<file path="config.mk">
export PLATFORM = sky130hd
export DESIGN_NAME = dac_sample_fifo
export DESIGN_NICKNAME = d
export VERILOG_FILES = /design/src/rtl/dac_sample_fifo.sv
export SDC_FILE = /design/constraint.sdc
export NUM_CORES = 1
export LEC_CHECK = 0
export ABC_AREA = 1
export CAP_MARGIN = 20
export CELL_PAD_IN_SITES_DETAIL_PLACEMENT = 2
export CELL_PAD_IN_SITES_GLOBAL_PLACEMENT = 2
export CORE_UTILIZATION = 43
export CTS_CLUSTER_SIZE = 40
export DETAILED_ROUTE_END_ITERATION = 8
export PLACE_DENSITY_LB_ADDON = 0.1
export SLEW_MARGIN = 25
export SYNTH_ARGS = -nofsm -noshare
export SYNTH_HDL_FRONTEND = slang
export SYNTH_SLANG_ARGS = --single-unit
</file>
<file path="constraint.sdc">
create_clock -name s_axis_aclk -period 5.16 [get_ports s_axis_aclk]
set_input_delay 1.548 -clock s_axis_aclk [delete_from_list [all_inputs] [get_ports s_axis_aclk]]
set_output_delay 1.548 -clock s_axis_aclk [all_outputs]
set_load 0.1 [all_outputs]
</file>
<file path="src/rtl/dac_sample_fifo.sv">
// Elastic sample FIFO feeding the AD5543 SPI DAC driver; holds the last code on starvation.
// Optional DAC_TWOS_COMP_EN: convert two's complement input to offset binary on load.
module dac_sample_fifo #(
  parameter int              DW        = 16,
  parameter int              DEPTH     = 16,
  parameter logic [DW-1:0]   IDLE_CODE = {1'b1, {(DW-1){1'b0}}},
  parameter int              CW        = 16
) (
  input  logic                       s_axis_aclk,
  input  logic                       s_axis_areset,
  input  logic                       en,
  input  logic                       flush,
  input  logic                       s_axis_tvalid,
  output logic                       s_axis_tready,
  input  logic [DW-1:0]              s_axis_tdata,
  output logic                       m_axis_tvalid,
  input  logic                       m_axis_tready,
  output logic [DW-1:0]              m_axis_tdata,
  output logic [$clog2(DEPTH+1)-1:0] level,
  output logic [CW-1:0]              underrun_cnt
);

  localparam int AW = (DEPTH > 1) ? $clog2(DEPTH) : 1;
  localparam int LW = $clog2(DEPTH + 1);

  logic [DW-1:0] mem [DEPTH];
  logic [AW-1:0] wr_ptr;
  logic [AW-1:0] rd_ptr;
  logic          push;
  logic          load;
  logic          drain;
  logic          underrun;

  function automatic logic [DW-1:0] to_dac(input logic [DW-1:0] d);
`ifdef DAC_TWOS_COMP_EN
    return d ^ {1'b1, {(DW-1){1'b0}}};
`else
    return d;
`endif
  endfunction

  // Reset gates ready so the upstream never pushes into a block being cleared.
  assign s_axis_tready = en & ~flush & ~s_axis_areset & (level < LW'(DEPTH));

  always_comb begin
    push     = 1'b0;
    load     = 1'b0;
    drain    = 1'b0;
    underrun = 1'b0;
    if (en) begin
      push     = s_axis_tvalid & s_axis_tready;
      load     = ~flush & (~m_axis_tvalid | m_axis_tready) & (level != LW'(0));
      drain    = ~flush & m_axis_tready & (level == LW'(0));
      underrun = m_axis_tready & ~m_axis_tvalid;
    end else begin
      push     = 1'b0;
    end
  end

  always_ff @(posedge s_axis_aclk) begin
    if (push) begin
      mem[wr_ptr] <= s_axis_tdata;
    end
  end

  always_ff @(posedge s_axis_aclk or posedge s_axis_areset) begin
    if (s_axis_areset) begin
      wr_ptr        <= '0;
      rd_ptr        <= '0;
      level         <= '0;
      m_axis_tdata  <= IDLE_CODE;
      m_axis_tvalid <= 1'b0;
    end else if (en && flush) begin
      wr_ptr        <= '0;
      rd_ptr        <= '0;
      level         <= '0;
      m_axis_tdata  <= IDLE_CODE;
      m_axis_tvalid <= 1'b0;
    end else begin
      if (push) begin
        wr_ptr <= wr_ptr + AW'(1);
      end
      if (load) begin
        rd_ptr        <= rd_ptr + AW'(1);
        m_axis_tdata  <= to_dac(mem[rd_ptr]);
        m_axis_tvalid <= 1'b1;
      end else if (drain) begin
        m_axis_tvalid <= 1'b0;
      end
      // A push and a load in the same cycle leave occupancy unchanged.
      if (push && !load) begin
        level <= level + LW'(1);
      end else if (load && !push) begin
        level <= level - LW'(1);
      end
    end
  end

  // Underruns count even during flush; only reset clears them.
  always_ff @(posedge s_axis_aclk or posedge s_axis_areset) begin
    if (s_axis_areset) begin
      underrun_cnt <= '0;
    end else if (underrun && (underrun_cnt != {CW{1'b1}})) begin
      underrun_cnt <= underrun_cnt + CW'(1);
    end
  end

endmodule

</file>
Yosys cells after proc, flatten, opt, wreduce, memory -nomap -nowiden
Memory sizes are Yosys's and may differ from the RTL's.
Index checks and enable logic that the tools add are counted.
{"block": "classes", "magnitude_cmp": 1, "bitwise_logic": 13, "n_eq_ne": 1, "n_reduce_logical": 12, "muxes": 18, "addsub": 5}
{"op": "16-bit 2-to-1 mux", "n": 2}
{"op": "16-bit by 1-bit adder with 16-bit output, second input constant", "n": 1}
{"op": "4-bit 2-to-1 mux", "n": 4}
{"op": "16-bit != test, second input constant", "n": 1}
{"op": "5-bit 2-to-1 mux", "n": 3}
{"op": "1-bit bitwise AND", "n": 9}
{"op": "1-bit 2-to-1 mux", "n": 9}
{"op": "4-bit by 1-bit adder with 4-bit output, second input constant", "n": 2}
{"op": "3-bit nonzero test", "n": 2}
{"op": "5-bit by 1-bit adder with 5-bit output, second input constant", "n": 1}
{"op": "5-bit logical NOT", "n": 1}
{"op": "5-bit < comparator, second input constant", "n": 1}
{"op": "5-bit nonzero test", "n": 1}
{"op": "5-bit by 1-bit subtractor with 5-bit output, second input constant", "n": 1}
{"op": "1-bit logical AND", "n": 4}
{"op": "2-bit nonzero test", "n": 2}
{"op": "1-bit inverter", "n": 3}
{"op": "1-bit logical NOT", "n": 2}
{"op": "1-bit bitwise OR", "n": 1}
{"block": "totals", "out_inout_bits": 39, "register_bits": 46, "elab_cells": 57, "mem_bits_rw": 256, "n_memories": 1}
{"name": "mem", "depth": 16, "width": 16, "rd": 1, "rd_ports_with_merged_regs": 0, "write_ports": 1, "line": "26", "source": "logic [DW-1:0] mem [DEPTH];"}

Longest topological paths before layout
Gate-level depths: netlist of run 1.
{"block": "logic_depth", "word_depth": 11, "ltp_mapped": 14, "ltp_nobuf": 14}

Worst setup path before layout of run 1
Ideal clock, no wire load.
{"block": "synth_path", "path_type": "input to output", "from": "in s_axis_areset", "to": "out s_axis_tready", "t_arrival_ps": 3522, "n_path_buf": 0, "path_stages": 3, "required_ps": 3612, "setup_slack_ps": 90, "path_cell_list": "inv_1 nand3_1 inv_1"}
{"block": "synth_via", "elab_chain_len": 3}
{"item": "start, declared", "line": "10", "source": "input logic s_axis_areset,"}
{"item": "1-bit inverter", "line": "43", "source": "assign s_axis_tready = en & ~flush & ~s_axis_areset & (level < LW'(DEPTH));"}
{"item": "1-bit bitwise AND (2 in series)", "line": "43"}
{"item": "end, declared", "line": "14", "source": "output logic s_axis_tready,"}
No other way between the ends.

Worst setup path after layout of run 1
{"block": "layout_path", "from": "in en", "to": "out s_axis_tready"}
{"block": "layout_via", "elab_chain_len": 3}
{"item": "start, declared", "line": "11", "source": "input logic en,"}
{"item": "1-bit bitwise AND (3 in series)", "line": "43"}
No other way between the ends.

==> impl_metrics.tcl, run 1 <==
set metrics [dict create \
    post-route-period-util 0.8108 \
    cts.path.max_buffers 3 \
    comb_power_share 0.359 \
    dp_cells 1672 \
    start_util 0.4378 \
    cap_violations 0 \
    fin_cells 1736 \
    synth_area_per_cell_um2 10.35 \
    critPathMaxStageDelay_ns 0.49 \
    dp_slack_ns 0.9680 \
    path_clk_slew_ns 0.06 \
    postCtsSetupRepairBufs 0 \
    final_cell_mix "nand2_1 (515), edfxtp_1 (256), nand3_1 (131)" \
    core_area_um2 29720 \
    grt_first_pass_wirelength_um 64080 \
    fin_crit_ns 4.184 \
    syn_nets 1290 \
    cp_cell_sequence "clkdlybuf4s50_1 > inv_1 > nor2_1 > nand3_1 > inv_1 > buf_12" \
    relSlewSlack 0.2950 \
    seq_area_frac_synth 0.6794 \
    synth_top_area_share 0.5908 \
    worstPathArrival_ns 2.64 \
    ir_drop_mv 0.2945 \
    cts_max_level 2 \
    clkLatencyLatePin_ns 0.53 \
    hold_violations 0 \
    dieArea_um2 30960 \
    netlist_area_um2 13010 \
    cts_buffers 36 \
    numPortBuffers 60 \
    grt-ovfl-total 0 \
    p_sw_frac 0.4171 \
    areaGrowthSynthToFinish_pct 16.56 \
    crit_top_cell "inv_1" \
    synth_area_leader_cell "edfxtp_1" \
    wirelength_um 42130 \
    num_vias 9437 \
    worstPathRequired_ns 3.61 \
    grt_start_max_net_pins 98 \
    setup_viol 0 \
    slew_violations 0 \
    hpwlAfterDp_um 24820 \
    tightestPinTransition_ns 1.057 \
    cts_tree "done" \
    cp-start-kind "primary input" \
    detail-route-antenna-nets 0 \
    layout_commonest_cell "nand2_1" \
    final_layout_size_suffix_gt1_frac 0.07801 \
    final_nets 1353 \
    holdCritPathClass "reg2reg" \
    power_density_nw_per_um2 552.6 \
    clkSinkCount 302 \
    skew_ns 0.01880 \
    hold-worst-slack_ns 0.4862 \
    antenna_found_initial 0 \
    rows 63 \
    ios 61 \
    cp_slowest_cell "clkdlybuf4s50_1" \
    drc 0 \
    synth.area.top_cells "edfxtp_1 (59%), nand2_1 (15%), dfrtp_1 (8.7%)" \
    ctsHoldBuffers 0 \
    viasPerCell 5.436 \
    synth-seq-cells 302 \
    switchingPower_mw 3.496 \
    p_seq_frac 0.354 \
    wl_per_cell_um 24.27 \
    num_antenna_cells 0 \
    synth_cell_type_count 34 \
    dr.pass1.iters 5 \
    cp-end-kind "output pin" \
    drt_iter0_drc 677 \
    max_freq_ghz 0.2390 \
    cts_root_buf "clkbuf_16" \
    yosys_warnings 0 \
    track_usage 0.2831 \
    critPathKind "in2out" \
    dieWidth_um 176.0 \
    syn_inst 1257 \
    die_h_um 176.0 \
    fin_setup_tns_ns 0 \
    grt_pass1_vias 10576 \
    status "finished clean" \
    rsz0062_at_grt "false" \
    power_leakage_nw 6.075 \
    clkPwrFrac 0.287 \
    p_int_mw 4.885 \
    ctsResizeCount 0 \
    gp_congestion 0.7644 \
    timing.final.ws_setup_ns 0.9761 \
    cp_max_fo 3 \
]
-- through the flow --
stage | cell area, µm² | total power [mW] | util
2_1_floorplan | 13010 | 5.090 | -
3_3_place_gp | 14080 | 5.871 | 0.4737
3_5_place_dp | 14080 | 5.983 | 0.4737
4_1_cts | 15160 | 8.457 | 0.5102
5_1_grt | 15170 | 8.744 | 0.5103
6_report | 15170 | 8.381 | 0.5103
-- layer usage --
layer	GRT usage	vias to the layer above	wire length, µm	part of all wire
met5	0	-	0	0
met4	0.1355	0	1761	0.042
met3	0.03682	88	1371	0.033
met2	0.4952	196	21480	0.51
met1	0.3462	4863	17520	0.42
li1	-	4290	-	-
-- worst paths after layout --
check	start	endpoint	slack, ns	cells after the start
max	en	s_axis_tready	0.98	6
min	m_axis_tdata[3]	m_axis_tdata[3]	0.49	2
max reg2reg	rd_ptr[3]	m_axis_tdata[10]	2.16	5
min reg2reg	m_axis_tdata[3]	m_axis_tdata[3]	0.49	2
max in group asynchronous	s_axis_areset	rd_ptr[0]	3.14	3
min in group asynchronous	s_axis_areset	m_axis_tdata[11]	1.55	3
-- state kept, by name, summed over array words and instances (netlist names) --
signal / cells
m_axis_tvalid: 1
m_axis_tdata: 16
rd_ptr: 4
underrun_cnt: 16
mem: 256
wr_ptr: 4
level: 5
-- cell type report --
| cell class | count | area, µm² |
|---|---|---|
| clock buffers | 49 | 980.9 |
| clock inverters | 15 | 101.3 |
| fillers | 2996 | 14550 |
| inverters | 76 | 289.0 |
| multi-input cells | 822 | 3636 |
| flip-flops and latches | 302 | 8845 |
| well taps | 390 | 488.0 |
| repair buffers | 82 | 825.8 |
-- kinds of logic after synthesis --
group           after synthesis  synth area share
fa+ha+maj                    11           0.01115
simple gates                750            0.2351
xor+xnor                     11          0.007982
compound gates               50           0.02173
flops                       302            0.6794
buf+inv                     133           0.04462
-- cell usage after synthesis, drive strengths merged --
| cell type | instances |
|---|---|
| nand3b | 4 |
| nand4 | 5 |
| nand2 | 517 |
| nand3 | 133 |
| edfxtp | 256 |
| or2 | 1 |
| xnor2 | 3 |
| a21oi | 6 |
| nor3 | 11 |
| fa | 1 |
| clkinv | 1 |
| dfstp | 1 |
| ha | 10 |
| inv | 75 |
| nor2 | 79 |
| clkbuf | 14 |
| o211ai | 7 |
| dfrtp | 45 |
| buf | 43 |
| xor2 | 8 |
| o21ai | 37 |
-- worst max-delay path: cells and delay by family --
family | cells | cell delay [ns]
buf+inv | 4 | 0.87
simple gates | 2 | 0.21
-- power groups by stage --
| stage | Sequential [mW] | Combinational, mW | Clock (mW) |
|---|---|---|---|
| floorplan | 3.74 | 1.35 | 0 |
| global placement | 3.01 | 2.86 | 0 |
| detailed placement | 3.02 | 2.97 | 0 |
| CTS | 2.97 | 3.05 | 2.44 |
| global route | 2.99 | 3.23 | 2.52 |
| finish | 2.97 | 3.01 | 2.40 |
Power figures use the tool's default switching activity.
==> run 2: changes to the inputs <==
- CORE_UTILIZATION: 43 -> 36
- clock period: 5.16 -> 3.46 ns (I/O delays scaled with it)
==> impl_metrics.tcl, run 2 (same netlist as run 1, synthesis figures left out) <==
set metrics [dict create \
    status "finished clean" \
    ir_drop_mv 0.9394 \
    hold_violations 0 \
    multi_input_area_um2 3643 \
    viasPerCell 5.085 \
    ctsResizeCount 0 \
    dieWidth_um 192.1 \
    cts_tree "done" \
    start_util 0.3658 \
    detail-route-antenna-nets 0 \
    dp_cells 1762 \
    hold_depth 2 \
    gp_congestion 0.7412 \
    holdCritPathClass "reg2reg" \
    cts_buffers 36 \
    final_cell_mix "nand2_1 (515), edfxtp_1 (256), nand3_1 (130)" \
    power_leakage_nw 6.253 \
    clkLatencyLatePin_ns 0.51 \
    fin_setup_tns_ns 0 \
    setup_viol 0 \
    cp_cell_sequence "clkdlybuf4s50_1 > inv_1 > nor2_1 > nand3_4 > clkinvlp_4 > buf_12" \
    ios 61 \
    num_antenna_cells 0 \
    final-seq-area_um2 8845 \
    final_nets 1372 \
    grt_first_pass_wirelength_um 60780 \
    relSlewSlack 0.4331 \
    dr.pass1.iters 5 \
    worstPathArrival_ns 2.26 \
    rows 69 \
    cp_slowest_cell "clkdlybuf4s50_1" \
    ff2ff_path_depth 13 \
    cts_root_buf "clkbuf_16" \
    ctsHoldBuffers 0 \
    worstPathRequired_ns 2.42 \
    largest_reg_flops 256 \
    postCtsSetupRepairBufs 0 \
    power_density_nw_per_um2 817.0 \
    cp_max_fo 3 \
    cap_violations 0 \
    cp-start-kind "primary input" \
    areaGrowthSynthToFinish_pct 18.39 \
    cts_max_level 2 \
    fillerInstances 3737 \
    max_freq_ghz 0.3031 \
    skew_ns 0.01276 \
    total_power_mw 12.59 \
    wirelength_um 39590 \
    cts.path.max_buffers 3 \
    path_clk_slew_ns 0.06 \
    num_vias 9280 \
    layout_commonest_cell "nand2_1" \
    grt_start_max_net_pins 89 \
    critPathKind "in2out" \
    fin_cells 1825 \
    rsz0062_at_grt "false" \
    wl_per_cell_um 21.69 \
    hpwlAfterDp_um 25220 \
    grt_pass1_vias 10139 \
    final_layout_size_suffix_gt1_frac 0.1180 \
    cp-end-kind "output pin" \
    reg_top3 "mem (256), m_axis_tdata (16), underrun_cnt (16)" \
    tightestPinTransition_ns 0.8477 \
    post-route-period-util 0.9535 \
    regMostFlops "mem" \
    grt-ovfl-total 0 \
    slew_violations 0 \
    hold-worst-slack_ns 0.4832 \
    drt_iter0_drc 413 \
    critPathMaxStageDelay_ns 0.53 \
    drc 0 \
    clkSinkCount 302 \
    core_area_um2 35570 \
    antenna_found_initial 0 \
    die_h_um 192.1 \
    dieArea_um2 36910 \
    fin_crit_ns 3.299 \
    track_usage 0.2233 \
    numPortBuffers 60 \
]
-- run 2: report_power, final --
part	internal, mW	switching, mW
combinational	1.09	3.41
clock	2.19	1.46
sequential	4.15	0.291
total	7.42	5.16
-- run 2: final timing paths --
kind / startpoint / end / slack (ns)
min in group asynchronous: s_axis_areset / m_axis_tdata[11] / 1.15
max in group asynchronous: s_axis_areset / rd_ptr[0] / 1.82
worst max register to register: level[1] / level[4] / 1.20
worst max-delay path: en / s_axis_tready / 0.16
worst min register to register: m_axis_tdata[12] / m_axis_tdata[12] / 0.48
worst min-delay path: m_axis_tdata[12] / m_axis_tdata[12] / 0.48
-- run 2: per-layer routing --
metal | track usage | wire length, µm | up-vias
met5 | 0 | 0 | -
met4 | 0.07420 | 1176 | 0
met1 | 0.2763 | 17030 | 4770
li1 | - | - | 4329
met3 | 0.02686 | 897 | 65
met2 | 0.4017 | 20490 | 116
-- run 2: through the flow --
stage | setup WS [ns] | cell area, µm² | utilization
after CTS | 0.1467 | 15400 | 0.4331
after detailed placement | 0.006964 | 14300 | 0.4020
final | 0.1610 | 15400 | 0.4331
after global placement | 0.1550 | 14300 | 0.4020
after global routing | 0.07920 | 15400 | 0.4331
after floorplan | 0.01318 | 13030 | -
-- run 2: final cells by class --
| type | instances | share of cell area |
|---|---|---|
| Sequential cell | 302 | 0.5742 |
| Multi-Input combinational cell | 822 | 0.2365 |
| Clock buffer | 51 | 0.06352 |
| Timing Repair Buffer | 101 | 0.06076 |
| Tap cell | 461 | 0.03745 |
| Inverter | 76 | 0.01925 |
| Clock inverter | 12 | 0.008285 |
-- run 2: worst max-delay path: cells and delay by family --
kind,cells,cell delay [ns]
and+or+nand+nor,2,0.33
buffers and inverters,4,0.89
